==> src/rtl/tour_cmd_seq_if.sv <==
// Signal bundle linking the tour sequencer to the solver, the UART wrapper and the command processor.
interface tour_cmd_seq_if;
  logic        start_tour;
  logic [7:0]  move;
  logic [4:0]  mv_indx;
  logic [15:0] cmd_UART;
  logic        cmd_rdy_UART;
  logic        clr_cmd_rdy_UART;
  logic [15:0] cmd;
  logic        cmd_rdy;
  logic        clr_cmd_rdy;
  logic        send_resp;
  logic        resp_out;
  logic        tour_busy;

  modport slave (
    input  start_tour, move, cmd_UART, cmd_rdy_UART, clr_cmd_rdy, send_resp,
    output mv_indx, clr_cmd_rdy_UART, cmd, cmd_rdy, resp_out, tour_busy
  );

  modport master (
    output start_tour, move, cmd_UART, cmd_rdy_UART, clr_cmd_rdy, send_resp,
    input  mv_indx, clr_cmd_rdy_UART, cmd, cmd_rdy, resp_out, tour_busy
  );
endinterface

==> src/rtl/tour_cmd_seq.sv <==
// Turns a solved knight's tour into vertical/horizontal drive commands; passes UART
// commands straight through to the command processor whenever no tour is running.
module tour_cmd_seq #(
  parameter int unsigned NUM_MOVES = 24,
  parameter logic [3:0]  MV_OP     = 4'b0010,
  parameter logic [3:0]  FAN_OP    = 4'b0011
) (
  input  logic          clk,
  input  logic          rst,
  tour_cmd_seq_if.slave bus
);

  typedef enum logic [2:0] {IDLE, VERT, WAIT_V, HORZ, WAIT_H} state_e;

  localparam logic [4:0] LAST_INDX = 5'(NUM_MOVES - 1);

  state_e      state_q;
  logic [4:0]  mv_indx_q;
  logic        tour_busy_q;

  logic [1:0]  dx_mag, dy_mag;
  logic        dx_pos, dy_pos;
  logic [15:0] vert_cmd, horz_cmd;
  logic        last_move;

  // Lowest set bit wins; an all-zero move leaves both legs at zero squares.
  always_comb begin
    // NOTE: every signal gets a default before the case so no path leaves it unassigned (no latch).
    dx_mag = 2'd0;
    dy_mag = 2'd0;
    dx_pos = 1'b0;
    dy_pos = 1'b0;
    casez (bus.move)
      8'b???????1: begin dx_mag = 2'd1; dx_pos = 1'b0; dy_mag = 2'd2; dy_pos = 1'b1; end
      8'b??????10: begin dx_mag = 2'd1; dx_pos = 1'b1; dy_mag = 2'd2; dy_pos = 1'b1; end
      8'b?????100: begin dx_mag = 2'd2; dx_pos = 1'b0; dy_mag = 2'd1; dy_pos = 1'b1; end
      8'b????1000: begin dx_mag = 2'd2; dx_pos = 1'b0; dy_mag = 2'd1; dy_pos = 1'b0; end
      8'b???10000: begin dx_mag = 2'd1; dx_pos = 1'b0; dy_mag = 2'd2; dy_pos = 1'b0; end
      8'b??100000: begin dx_mag = 2'd1; dx_pos = 1'b1; dy_mag = 2'd2; dy_pos = 1'b0; end
      8'b?1000000: begin dx_mag = 2'd2; dx_pos = 1'b1; dy_mag = 2'd1; dy_pos = 1'b0; end
      8'b10000000: begin dx_mag = 2'd2; dx_pos = 1'b1; dy_mag = 2'd1; dy_pos = 1'b1; end
      default: ;
    endcase
  end

  assign vert_cmd  = {MV_OP,  (dy_pos ? 8'h00 : 8'h7F), 2'b00, dy_mag};
  assign horz_cmd  = {FAN_OP, (dx_pos ? 8'hBF : 8'h3F), 2'b00, dx_mag};
  assign last_move = (mv_indx_q == LAST_INDX);

  always_ff @(posedge clk or posedge rst) begin
    if (rst) begin
      state_q     <= IDLE;
      mv_indx_q   <= 5'd0;
      tour_busy_q <= 1'b0;
    end else begin
      // NOTE: non-blocking assignments so every register updates from pre-edge values.
      unique case (state_q)
        IDLE: if (bus.start_tour) begin
          state_q     <= VERT;
          mv_indx_q   <= 5'd0;
          tour_busy_q <= 1'b1;
        end
        VERT:   if (bus.clr_cmd_rdy) state_q <= WAIT_V;
        WAIT_V: if (bus.send_resp)   state_q <= HORZ;
        HORZ:   if (bus.clr_cmd_rdy) state_q <= WAIT_H;
        WAIT_H: if (bus.send_resp) begin
          if (last_move) begin
            state_q     <= IDLE;
            tour_busy_q <= 1'b0;
          end else begin
            state_q   <= VERT;
            mv_indx_q <= mv_indx_q + 5'd1;
          end
        end
        default: state_q <= IDLE;
      endcase
    end
  end

  // Outside IDLE the UART side is held off and only the final tour response escapes.
  always_comb begin
    bus.cmd              = bus.cmd_UART;
    bus.cmd_rdy          = bus.cmd_rdy_UART;
    bus.clr_cmd_rdy_UART = bus.clr_cmd_rdy;
    bus.resp_out         = bus.send_resp;
    if (state_q != IDLE) begin
      bus.clr_cmd_rdy_UART = 1'b0;
      bus.resp_out         = 1'b0;
      bus.cmd_rdy          = 1'b0;
      bus.cmd              = vert_cmd;
    end
    case (state_q)
      VERT:    bus.cmd_rdy = 1'b1;
      HORZ:    begin bus.cmd = horz_cmd; bus.cmd_rdy = 1'b1; end
      WAIT_H:  begin bus.cmd = horz_cmd; bus.resp_out = bus.send_resp & last_move; end
      default: ;
    endcase
  end

  assign bus.mv_indx   = mv_indx_q;
  assign bus.tour_busy = tour_busy_q;

endmodule

==> src/flat_wrapper.sv <==
// flat-port wrapper written by rule: the top's interface ports become plain ports
module tour_cmd_seq_flat 
#(
  parameter int unsigned NUM_MOVES = 24,
  parameter logic [3:0]  MV_OP     = 4'b0010,
  parameter logic [3:0]  FAN_OP    = 4'b0011
)
  (clk, rst, bus_start_tour, bus_move, bus_cmd_UART, bus_cmd_rdy_UART, bus_clr_cmd_rdy, bus_send_resp, bus_mv_indx, bus_clr_cmd_rdy_UART, bus_cmd, bus_cmd_rdy, bus_resp_out, bus_tour_busy);
  tour_cmd_seq_if bus_i ();
  input  logic clk;
  input  logic rst;
  input wire logic [$bits(bus_i.start_tour)-1:0] bus_start_tour;
  input wire logic [$bits(bus_i.move)-1:0] bus_move;
  input wire logic [$bits(bus_i.cmd_UART)-1:0] bus_cmd_UART;
  input wire logic [$bits(bus_i.cmd_rdy_UART)-1:0] bus_cmd_rdy_UART;
  input wire logic [$bits(bus_i.clr_cmd_rdy)-1:0] bus_clr_cmd_rdy;
  input wire logic [$bits(bus_i.send_resp)-1:0] bus_send_resp;
  output wire logic [$bits(bus_i.mv_indx)-1:0] bus_mv_indx;
  output wire logic [$bits(bus_i.clr_cmd_rdy_UART)-1:0] bus_clr_cmd_rdy_UART;
  output wire logic [$bits(bus_i.cmd)-1:0] bus_cmd;
  output wire logic [$bits(bus_i.cmd_rdy)-1:0] bus_cmd_rdy;
  output wire logic [$bits(bus_i.resp_out)-1:0] bus_resp_out;
  output wire logic [$bits(bus_i.tour_busy)-1:0] bus_tour_busy;
  assign bus_i.start_tour = bus_start_tour;
  assign bus_i.move = bus_move;
  assign bus_i.cmd_UART = bus_cmd_UART;
  assign bus_i.cmd_rdy_UART = bus_cmd_rdy_UART;
  assign bus_i.clr_cmd_rdy = bus_clr_cmd_rdy;
  assign bus_i.send_resp = bus_send_resp;
  assign bus_mv_indx = bus_i.mv_indx;
  assign bus_clr_cmd_rdy_UART = bus_i.clr_cmd_rdy_UART;
  assign bus_cmd = bus_i.cmd;
  assign bus_cmd_rdy = bus_i.cmd_rdy;
  assign bus_resp_out = bus_i.resp_out;
  assign bus_tour_busy = bus_i.tour_busy;
  tour_cmd_seq #(.NUM_MOVES(NUM_MOVES), .MV_OP(MV_OP), .FAN_OP(FAN_OP)) u_core (.clk(clk), .rst(rst), .bus(bus_i));
endmodule
==> config.mk <==
export PLATFORM = sky130hd
export DESIGN_NAME = tour_cmd_seq_flat
export DESIGN_NICKNAME = d
export VERILOG_FILES = /design/src/rtl/tour_cmd_seq_if.sv /design/src/rtl/tour_cmd_seq.sv /design/src/flat_wrapper.sv
export SDC_FILE = /design/constraint.sdc
export NUM_CORES = 1
export LEC_CHECK = 0
export CAP_MARGIN = 20
export CORE_UTILIZATION = 35
export CTS_CLUSTER_DIAMETER = 200
export CTS_CLUSTER_SIZE = 24
export DETAILED_ROUTE_END_ITERATION = 7
export GPL_ROUTABILITY_DRIVEN = 0
export PLACE_DENSITY = 0.81
export SLEW_MARGIN = 20
export SYNTH_ARGS = -nofsm -noshare
export SYNTH_HDL_FRONTEND = slang
export SYNTH_SLANG_ARGS = --single-unit
==> constraint.sdc <==
create_clock -name clk -period 1.8 [get_ports clk]
set_input_delay 0.27 -clock clk [delete_from_list [all_inputs] [get_ports clk]]
set_output_delay 0.27 -clock clk [all_outputs]
set_load 0.05 [all_outputs]
**Word-level counts from Yosys, hierarchy flattened**

Index checks and enable logic that the tools add are counted.

- Memory bits (writable): 0
- Bits in registers: 9
- Bits in latches: 0
- Memory bits (read-only): 0
- Word-level logic and storage cells: 64
- Memories kept: 0

- $add $sub $neg: 1
- Bitwise logic cells: 1
- Multiplexer cells: 28
- Reduce and logical (&&, ||, !) cells: 12
- $lt $le $gt $ge: 0
- Shift operators: 0
- Div/mod/pow operators: 0
- Multiply operators: 0
- Eq/ne operators: 19

Operators with widths:

| cell | number |
|---|---|
| two-way mux 16 bit | 2 |
| OR reduction 4 bit | 4 |
| two-way mux 3 bit | 5 |
| two-way mux 5 bit | 3 |
| case mux 3 bit (5 select lines) | 1 |
| inequality test 2 bit (second input constant) | 6 |
| two-way mux 1 bit | 11 |
| == test 5 bit (second input constant) | 2 |
| case mux 5 bit (2 select lines) | 1 |
| == test 8 bit (second input constant) | 1 |
| two-way mux 8 bit | 1 |
| case mux 2 bit (2 select lines) | 2 |
| AND reduction 4 bit | 2 |
| == test 7 bit (second input constant) | 1 |
| two-way mux 7 bit | 1 |
| == test 3 x 2 -> 1 bit (second input constant) | 2 |
| == test 3 bit (second input constant) | 2 |
| == test 6 bit (second input constant) | 1 |
| adder 5 x 1 -> 5 bit (second input constant) | 1 |
| AND reduction 5 bit | 1 |
| == test 4 bit (second input constant) | 1 |
| OR reduction 2 bit | 2 |
| == test 3 x 1 -> 1 bit (second input constant) | 1 |
| zero test 3 bit | 1 |
| other kinds (6) | 6 |

**Logic depth before layout (Yosys ltp)**

Gate-level depths: netlist (run 1).

- Word-level depth: 6
- Depth in mapped cells: 6
- Depth with buffers taken out: 5

**Worst setup path after synthesis (run 1)**

Ideal clock, no wire load.

- Path kind: reg-to-output
- From: reg u_core.state_q[1]
- To: out bus_cmd[1]
- Stages on the path, launching flop included: 5
- Arrival: 2.010 ns
- Slack: -0.480 ns
- Cell sequence: dfrtp_1 > buf_6 > nor3_4 > mux2i_1 > o21ai_0

- Cells in the longest elaborated chain, start to end: 3

RTL lines:

| what | RTL line | RTL |
|---|---|---|
| start: declaration | tour_cmd_seq.sv:17 | `state_e state_q;` |
| start signal: assignment | tour_cmd_seq.sv:52 | `state_q <= IDLE;` |
| start signal: assignment | tour_cmd_seq.sv:59 | `state_q <= VERT;` |
| start signal: assignment | tour_cmd_seq.sv:63 | `VERT: if (bus.clr_cmd_rdy) state_q <= WAIT_V;` |
| == test 3 x 2 -> 1 bit (tied with other cells) | tour_cmd_seq.sv:92 | `case (state_q)` |
| OR reduction 2 bit (no source line) or two-way mux 16 bit (tied branches) | - |  |
| two-way mux 16 bit * | tour_cmd_seq.sv:92 |  |
| end: declaration | flat_wrapper.sv:20 | `output wire logic [$bits(bus_i.cmd)-1:0] bus_cmd;` |

Every way passes the cells marked *; elsewhere a longest branch is shown, timed or not.

**Worst setup path after layout (run 1)**

- From: reg u_core.state_q[1]
- To: out bus_cmd[6]

Same word-level chain as after synthesis.

==> results of run 1 <==
-- layout make-up --
type	count	area share, %
repair buffers	86	49.4
multi-input cells	84	34.5
flip-flops and latches	9	12.1
well taps	28	1.84
clock buffers	4	1.38
inverters	4	0.787
-- per-stage QoR --
step | util, % | power (mW)
after floorplan | - | 2.00
after CTS | 82.5 | 3.80
after global routing | 86.3 | 4.14
after global placement | 76.8 | 3.34
final | 86.3 | 3.98
after detailed placement | 76.8 | 3.40
-- sequential cells by signal, indices dropped and copies added, names as in the netlist --
name and count:
u_core.bus.tour_busy 1, u_core.bus.mv_indx 5, u_core.state_q 3
-- report_power, final --
part           switching, mW  internal, mW
sequential            0.0881         0.268
combinational           1.81          1.64
clock                 0.0869        0.0863
total                   1.98          2.00
-- final timing paths --
path | from | to | depth (start not counted)
hold / removal | rst | u_core.state_q[1] | 2
max in group asynchronous | rst | u_core.bus.mv_indx[0] | 2
setup / recovery | u_core.state_q[1] | bus_cmd[6] | 5
setup reg to reg | u_core.bus.mv_indx[1] | u_core.bus.mv_indx[1] | 6
min in group clk | u_core.bus.mv_indx[4] | u_core.bus.mv_indx[4] | 1
hold reg to reg | u_core.bus.mv_indx[4] | u_core.bus.mv_indx[4] | 1
-- routing by layer --
metal	vias to the layer above	part of all wire, %	global-route usage (%)
met1	545	37	34.0
met4	0	4.7	13.0
li1	549	-	-
met3	17	8.1	7.58
met2	71	50	53.3
met5	-	0	0
-- placed cells by master, fill, tap and decap left out, drive strengths merged, types with 3 or more instances in the layout --
| cell | netlist | layout |
|---|---|---|
| nand2 | 10 | 10 |
| and2 | 5 | 5 |
| a21oi | 5 | 5 |
| nor2 | 8 | 8 |
| and3 | 3 | 3 |
| clkdlybuf4s50 | 0 | 23 |
| inv | 4 | 4 |
| dlygate4sd2 | 0 | 6 |
| o21ai | 12 | 12 |
| a21o | 7 | 7 |
| buf | 5 | 57 |
| dfrtp | 9 | 9 |
| clkbuf | 1 | 4 |
| o31ai | 3 | 3 |
-- critical path: cells and delay by family, from the launching register on --
kind,cells,cell delay [ps]
AO/OA/AOI/OAI,2,270
AND/OR/NAND/NOR,2,570
flip-flops,1,440
buffers and inverters,1,140
-- cells by family (layout without fill, tap and decap cells) --
| kind of cell | after synthesis | count (layout) | synth area share (%) |
|---|---|---|---|
| simple gates | 43 | 43 | 29.6 |
| buf+inv | 10 | 94 | 7.33 |
| flops | 9 | 9 | 27.5 |
| compound gates | 38 | 38 | 31.8 |
| xor+xnor | 1 | 1 | 1.07 |
| fa+ha+maj | 1 | 1 | 1.53 |
| mux | 1 | 1 | 1.22 |
-- repair_timing --
action / 4_1_cts / 5_1_grt
setup buffers: 4 / 9
endpoints found under the setup margin: 13 / 21
pin swaps: 8 / 4
resized for setup: 21 / 4
==> impl_metrics.py, run 1 <==
metrics = {
    "outcome": {
        "status": "finished with violations",
        "failed_checks": "setup timing",
    },
    "cells_and_area": {
        "regArea_um2": 230,
        "fill_cells": 100,
        "drive_above_1_share_pct": 44.4,
        "fin_area_um2": 1910,
        "multi_input_comb_area_um2": 658,
        "area_growth_pct": 133,
        "nNetsFinal": 219,
        "fin_cells": 215,
        "n_antenna_cell": 0,
    },
    "route": {
        "firstDrtPassIters": 4,
        "drtIter0Drc": 26,
        "drt_wl_total_um": 3790,
        "drcViolationCount": 0,
        "vias": 1182,
        "wl_per_cell_um": 17.6,
        "drtAntennaViolNets": 0,
        "vias_per_cell": 5.50,
    },
    "yosys": {
        "yosys_warnings": 0,
        "synth_nets": 134,
        "mappedNetlistArea_um2": 820,
        "yosysMostFrequentCell": "o21ai_0",
        "synth_top_flop_cell": "dfrtp_1",
        "postSynthAreaPerCell_um2": 7.96,
        "yosys.area.top_type_share_pct": 27.5,
        "synthArstFlopShare_pct": 100,
        "ys_seq_elements": 9,
        "yosysTopAreaCell": "dfrtp_1",
        "synth_edf_count": 0,
        "synth_area_leaders": "dfrtp_1 27%, o21ai_0 6.7%, a21o_1 6.4%",
        "seq_area_frac_synth_pct": 27.5,
        "synth.distinct_cells": 39,
        "synthTopCellsByCount": "11 x o21ai_0, 10 x nand2_1, 9 x dfrtp_1, 8 x nor2_1, 7 x a21o_1",
        "synthCells": 103,
    },
    "timing": {
        "fin_setup_tns_ps": -1840,
        "final_hold_viol_count": 0,
        "fin_worst_skew_ps": 5.84,
        "whs_ps": 259,
        "timing.slew.headroom_pct": 75.1,
        "final.setup.worst_slack_ps": -198,
        "period_minus_slack_ps": 2000,
        "min_period_over_period_pct": 111,
        "tightest_slew_ps": 370,
        "slew_violations": 0,
        "fmax_mhz": 500,
        "setup_viol": 12,
        "rsz0062_at_grt": "yes",
    },
    "critical_path": {
        "path_max_fanout": 6,
        "end_kind": "output pin",
        "crit_chain": "nor3_4, a211oi_2, or2_4, a21o_4, buf_12",
        "crit_slowest_cell": "dfrtp_2",
        "setup.worst_path.class": "flip-flop to output pin",
        "critPathMaxStageDelay_ps": 440,
        "worstPathRequired_ps": 1530,
        "timing.reg2reg.setup_slack_ps": 150,
        "start_kind": "flip-flop",
        "arrival_ps": 1730,
    },
    "place": {
        "dp.final_hpwl_um": 2410,
        "dpl-instance-area_um2": 1700,
        "place_ws_ps": -312,
        "io_buffers": 54,
        "dp.cells": 198,
    },
    "clocking": {
        "postCtsHoldBufs": 0,
        "cts_buffer_depth": 2,
        "cts_tree": "built",
        "clock_sinks": 9,
        "root_buffer": "clkbuf_4",
        "clk_latency_ps": 290,
        "cts_buffers": 3,
        "clk_pin_slew_ps": 70,
        "htreeDepth": 1,
    },
    "grt": {
        "grt_usage_pct": 30.2,
        "grt_overflow": 0,
        "antenna_found_initial": 0,
        "grt_start_max_net_pins": 14,
        "grt_pass1_vias": 1272,
        "grt_pass1_wl_um": 5700,
    },
    "min_path": {
        "hp-class": "input pin to asynchronous set/reset pin",
    },
    "power": {
        "ir_worst_vdd_mv": 2.54,
        "power.leakage_nw": 0.839,
        "powerDensity_nw_per_um2": 2080,
    },
    "floorplanning": {
        "die_area_um2": 2540,
        "rows": 17,
        "fp.dieH_um": 50.4,
        "die_w_um": 50.4,
        "core-area_um2": 2210,
        "initial_core_util_pct": 37.0,
        "ios": 55,
    },
    "run": {
        "cap_violations": 0,
    },
}
No activity file was read; power rests on OpenSTA's default activity.
==> run 2: changes to the inputs <==
--- a/config.mk
+++ b/config.mk
@@ -11,7 +11,7 @@
 export CTS_CLUSTER_SIZE = 24
 export DETAILED_ROUTE_END_ITERATION = 7
 export GPL_ROUTABILITY_DRIVEN = 0
-export PLACE_DENSITY = 0.81
+export PLACE_DENSITY_LB_ADDON = 0.08
 export SLEW_MARGIN = 20
 export SYNTH_ARGS = -nofsm -noshare
 export SYNTH_HDL_FRONTEND = slang
==> impl_metrics.py, run 2 (synthesized netlist as in run 1, its figures left out) <==
metrics = {
    "power": {
        "power_frac_clock_pct": 4.0,
        "swShare_pct": 49.3,
        "combPwrFrac_pct": 87.2,
        "powerDensity_nw_per_um2": 2150,
        "power.leakage_nw": 0.850,
        "ir_worst_vdd_mv": 1.45,
        "p_switching_mw": 2.07,
        "intPower_mw": 2.13,
        "pwr-share-seq_pct": 8.8,
    },
    "timing": {
        "period_minus_slack_ps": 2050,
        "fin_worst_skew_ps": 2.20,
        "tightest_slew_ps": 388,
        "rsz0062_at_grt": "yes",
        "min_period_over_period_pct": 114,
        "slew_violations": 0,
        "setup_viol": 19,
        "final.setup.worst_slack_ps": -255,
        "fmax_mhz": 487,
        "timing.slew.headroom_pct": 74.1,
        "final_hold_viol_count": 0,
        "whs_ps": 280,
    },
    "critical_path": {
        "path_max_fanout": 6,
        "ff2ff_path_depth": 6,
        "r2r_start": "u_core.state_q[1]",
        "start_kind": "flip-flop",
        "crit_slowest_cell": "dfrtp_2",
        "crit_chain": "buf_6, nand3b_1, o21ai_4, or2_4, a21o_4, buf_12",
        "critPathMaxStageDelay_ps": 460,
        "arrival_ps": 1780,
        "critPathTopFamily": "flip-flops",
        "end_kind": "output pin",
        "timing.reg2reg.setup_slack_ps": -160,
        "setup.worst_path.class": "flip-flop to output pin",
        "worstPathRequired_ps": 1530,
        "worst-path-buf-inv": 2,
        "timing.rr.end": "u_core.bus.mv_indx[4]",
    },
    "clocking": {
        "clock_sinks": 9,
        "postCtsHoldBufs": 0,
        "htreeDepth": 1,
        "root_buffer": "clkbuf_4",
        "cts_buffer_depth": 2,
        "cts_buffers": 3,
        "cts_tree": "built",
        "clk_latency_ps": 270,
        "clk_pin_slew_ps": 70,
    },
    "grt": {
        "grt_start_max_net_pins": 13,
        "grt_pass1_vias": 1063,
        "grt_usage_pct": 26.3,
        "grt_overflow": 0,
        "grt_pass1_wl_um": 4970,
        "antenna_found_initial": 0,
    },
    "cells_and_area": {
        "drive_above_1_share_pct": 49.5,
        "final_common_cell": "buf_4",
        "final_cell_mix": "30 x buf_4, 23 x clkdlybuf4s50_1, 18 x buf_12, 10 x o21ai_0",
        "fin_util_pct": 88.1,
        "n_antenna_cell": 0,
        "largest_register_ffs": 5,
        "nNetsFinal": 218,
        "fin_cells": 214,
        "fin_area_um2": 1950,
        "area_growth_pct": 138,
    },
    "outcome": {
        "status": "finished with violations",
        "failed_checks": "setup timing",
    },
    "floorplanning": {
        "rows": 17,
        "core-area_um2": 2210,
        "initial_core_util_pct": 37.0,
        "die_w_um": 50.4,
        "fp.dieH_um": 50.4,
        "die_area_um2": 2540,
        "ios": 55,
    },
    "route": {
        "vias": 1218,
        "firstDrtPassIters": 4,
        "wl_met3_um": 256,
        "drt-met1-wl_um": 1550,
        "drtIter0Drc": 32,
        "drtAntennaViolNets": 0,
        "drcViolationCount": 0,
        "vias_per_cell": 5.69,
        "wl_met2_um": 2140,
        "highest_layer": "met4",
        "wl_per_cell_um": 18.9,
        "drt_wl_total_um": 4040,
    },
    "place": {
        "dp.cells": 197,
        "place_ws_ps": -327,
        "dpl-instance-area_um2": 1690,
        "io_buffers": 54,
        "dp.final_hpwl_um": 2340,
    },
    "min_path": {
        "hp-class": "input pin to asynchronous set/reset pin",
    },
    "run": {
        "cap_violations": 0,
    },
}
run 2: routing by layer:
layer  GRT usage (%)  up-vias
li1                -      554
met1            31.7      587
met2            46.0       65
met3            7.27       12
met4            6.02        0
met5               0        -
run 2: how the worst max path moves through the flow:
| stage | from | end | cells past startpoint |
|---|---|---|---|
| after floorplan | u_core.state_q[1] | bus_cmd[1] | 4 |
| after global placement | bus_move[3] | bus_cmd[8] | 6 |
| after detailed placement | bus_move[3] | bus_cmd[9] | 6 |
| after CTS | u_core.state_q[1] | bus_cmd[0] | 6 |
| after global routing | u_core.state_q[0] | bus_cmd[5] | 5 |
| final | u_core.state_q[0] | bus_cmd[9] | 6 |
run 2: repair_timing:
| item | 4_1_cts | 5_1_grt |
|---|---|---|
| endpoints found under the setup margin | 18 | 19 |
| buffers inserted | 7 | 5 |
| resized for setup | 23 | 21 |
| pin swaps | 9 | 11 |
| gates cloned | 1 | 0 |
run 2: cell type report:
cell class,instances,area (µm²)
clock buffer,4,26.3
multi-input combinational,84,678
tap,28,35.0
fill,103,264
inverter,4,15.0
timing repair buffer,85,962
sequential,9,231
run 2: power groups by stage:
stage	logic (mW)	clock network, mW	registers, mW
3_5_place_dp	3.02	0	0.353
5_1_grt	3.77	0.175	0.372
4_1_cts	3.28	0.166	0.353
2_1_floorplan	1.61	0	0.394
6_report	3.66	0.168	0.369
3_3_place_gp	2.96	0	0.350
run 2: per-stage QoR:
stage	TNS [ps]	total power, mW
after floorplan	-106	2.00
after global routing	-3550	4.32
after CTS	-1760	3.80
after global placement	-2190	3.31
after detailed placement	-2420	3.37
final	-3060	4.19
==> run 3: changes to the inputs <==
--- a/config.mk
+++ b/config.mk
@@ -11,7 +11,7 @@
 export CTS_CLUSTER_SIZE = 24
 export DETAILED_ROUTE_END_ITERATION = 7
 export GPL_ROUTABILITY_DRIVEN = 0
-export PLACE_DENSITY_LB_ADDON = 0.08
+export PLACE_DENSITY_LB_ADDON = 0.12
 export SLEW_MARGIN = 20
 export SYNTH_ARGS = -nofsm -noshare
 export SYNTH_HDL_FRONTEND = slang
==> impl_metrics.py, run 3 (synthesized netlist as in run 1, its figures left out) <==
metrics = {
    "outcome": {
        "status": "finished with violations",
        "failed_checks": "setup timing",
    },
    "critical_path": {
        "setup.worst_path.class": "flip-flop to output pin",
        "end_kind": "output pin",
        "arrival_ps": 1770,
        "path_max_fanout": 6,
        "worstPathRequired_ps": 1530,
        "start_kind": "flip-flop",
    },
    "timing": {
        "fin_setup_tns_ps": -2320,
        "fin_worst_skew_ps": 8.30,
        "final.setup.worst_slack_ps": -236,
        "min_period_over_period_pct": 113,
        "period_minus_slack_ps": 2040,
        "timing.slew.headroom_pct": 75.8,
        "slew_violations": 0,
        "whs_ps": 275,
        "rsz0062_at_grt": "yes",
        "fmax_mhz": 491,
        "setup_viol": 18,
        "final_hold_viol_count": 0,
        "tightest_slew_ps": 363,
    },
    "clocking": {
        "clk_pin_slew_ps": 60,
        "htreeDepth": 1,
        "cts_buffer_depth": 2,
        "clock_sinks": 9,
        "root_buffer": "clkbuf_4",
        "cts_buffers": 3,
        "postCtsHoldBufs": 0,
        "clk_latency_ps": 270,
        "cts_tree": "built",
    },
    "min_path": {
        "hp-class": "input pin to asynchronous set/reset pin",
    },
    "route": {
        "vias_per_cell": 5.87,
        "drt_wl_total_um": 4240,
        "firstDrtPassIters": 4,
        "wl_per_cell_um": 19.9,
        "drtIter0Drc": 56,
        "vias": 1250,
        "drcViolationCount": 0,
        "drtAntennaViolNets": 0,
    },
    "power": {
        "power.leakage_nw": 0.841,
        "ir_worst_vdd_mv": 1.56,
        "powerDensity_nw_per_um2": 2160,
    },
    "place": {
        "dp.final_hpwl_um": 2430,
        "io_buffers": 54,
        "dpl-instance-area_um2": 1680,
    },
    "grt": {
        "grt_pass1_vias": 1170,
        "antenna_found_initial": 0,
        "grt_overflow": 0,
        "grt_pass1_wl_um": 5710,
        "grt_usage_pct": 30.2,
        "grt_start_max_net_pins": 12,
    },
    "floorplanning": {
        "die_area_um2": 2540,
        "rows": 17,
        "initial_core_util_pct": 37.0,
        "fp.dieH_um": 50.4,
        "die_w_um": 50.4,
        "core-area_um2": 2210,
        "ios": 55,
    },
    "cells_and_area": {
        "largest_register_ffs": 5,
        "final_common_cell": "buf_4",
        "drive_above_1_share_pct": 49.2,
        "nNetsFinal": 217,
        "fill_cells": 106,
        "area_growth_pct": 136,
        "n_antenna_cell": 0,
        "final_cell_mix": "30 x buf_4, 23 x clkdlybuf4s50_1, 18 x buf_12, 10 x nand2_1, 10 x o21ai_0",
        "fin_area_um2": 1940,
    },
    "run": {
        "cap_violations": 0,
    },
}
## run 3: path summary, 6_finish.rpt
kind / start / end / slack (ps) / cells past startpoint
max: u_core.state_q[2] / bus_cmd[8] / -240 / 6
min: rst / u_core.bus.tour_busy / 280 / 2
max reg2reg: u_core.bus.mv_indx[1] / u_core.bus.mv_indx[4] / 150 / 6
min reg2reg: u_core.bus.mv_indx[2] / u_core.bus.mv_indx[2] / 580 / 1
max in group asynchronous: rst / u_core.state_q[0] / 1230 / 2
min in group clk: u_core.bus.mv_indx[2] / u_core.bus.mv_indx[2] / 580 / 1
## run 3: area by class of cell
cell class	count	area (µm²)	share of cell area (%)
Clock buffer	4	26.3	1.36
Inverter	4	15.0	0.775
Tap cell	28	35.0	1.81
Sequential cell	9	231	11.9
Timing Repair Buffer	84	947	48.9
Multi-Input combinational cell	84	683	35.2
## run 3: what timing repair did
action | CTS | global route
gates cloned | 0 | 1
endpoints found under the hold margin | 0 | 0
gates resized for setup | 30 | 11
endpoints found under the setup margin | 18 | 23
buffers inserted | 9 | 4
pin swaps | 8 | 8
## run 3: critical path, stage by stage, from the launching register on
cell	delay, ps
dfrtp_2	450
nand3b_1	200
o21ai_4	90
buf_6	120
or2_4	290
a21o_4	210
buf_12	140
## run 3: stage by stage
stage	power, mW	cells	util [%]	worst slack, ps
final	4.19	213	87.6	-236
after global routing	4.33	213	87.6	-285
after CTS	3.91	208	83.9	-184
after detailed placement	3.37	195	75.7	-363
after global placement	3.31	195	75.7	-312
after floorplan	2.00	103	-	-106
## run 3: metal layers
layer,share of wire (%),GRT usage (%),up-vias
li1,-,-,555
met1,37,36.7,607
met2,56,53.3,78
met3,5.8,5.76,10
met4,1.7,8.80,0
met5,0,0,-
## run 3: report_power, final
| part | switching (mW) | leakage [nW] | total [mW] | internal, mW |
|---|---|---|---|---|
| Clock | 0.0723 | 0.0150 | 0.158 | 0.0855 |
| Sequential | 0.111 | 0.109 | 0.381 | 0.270 |
| Combinational | 1.89 | 0.717 | 3.65 | 1.76 |
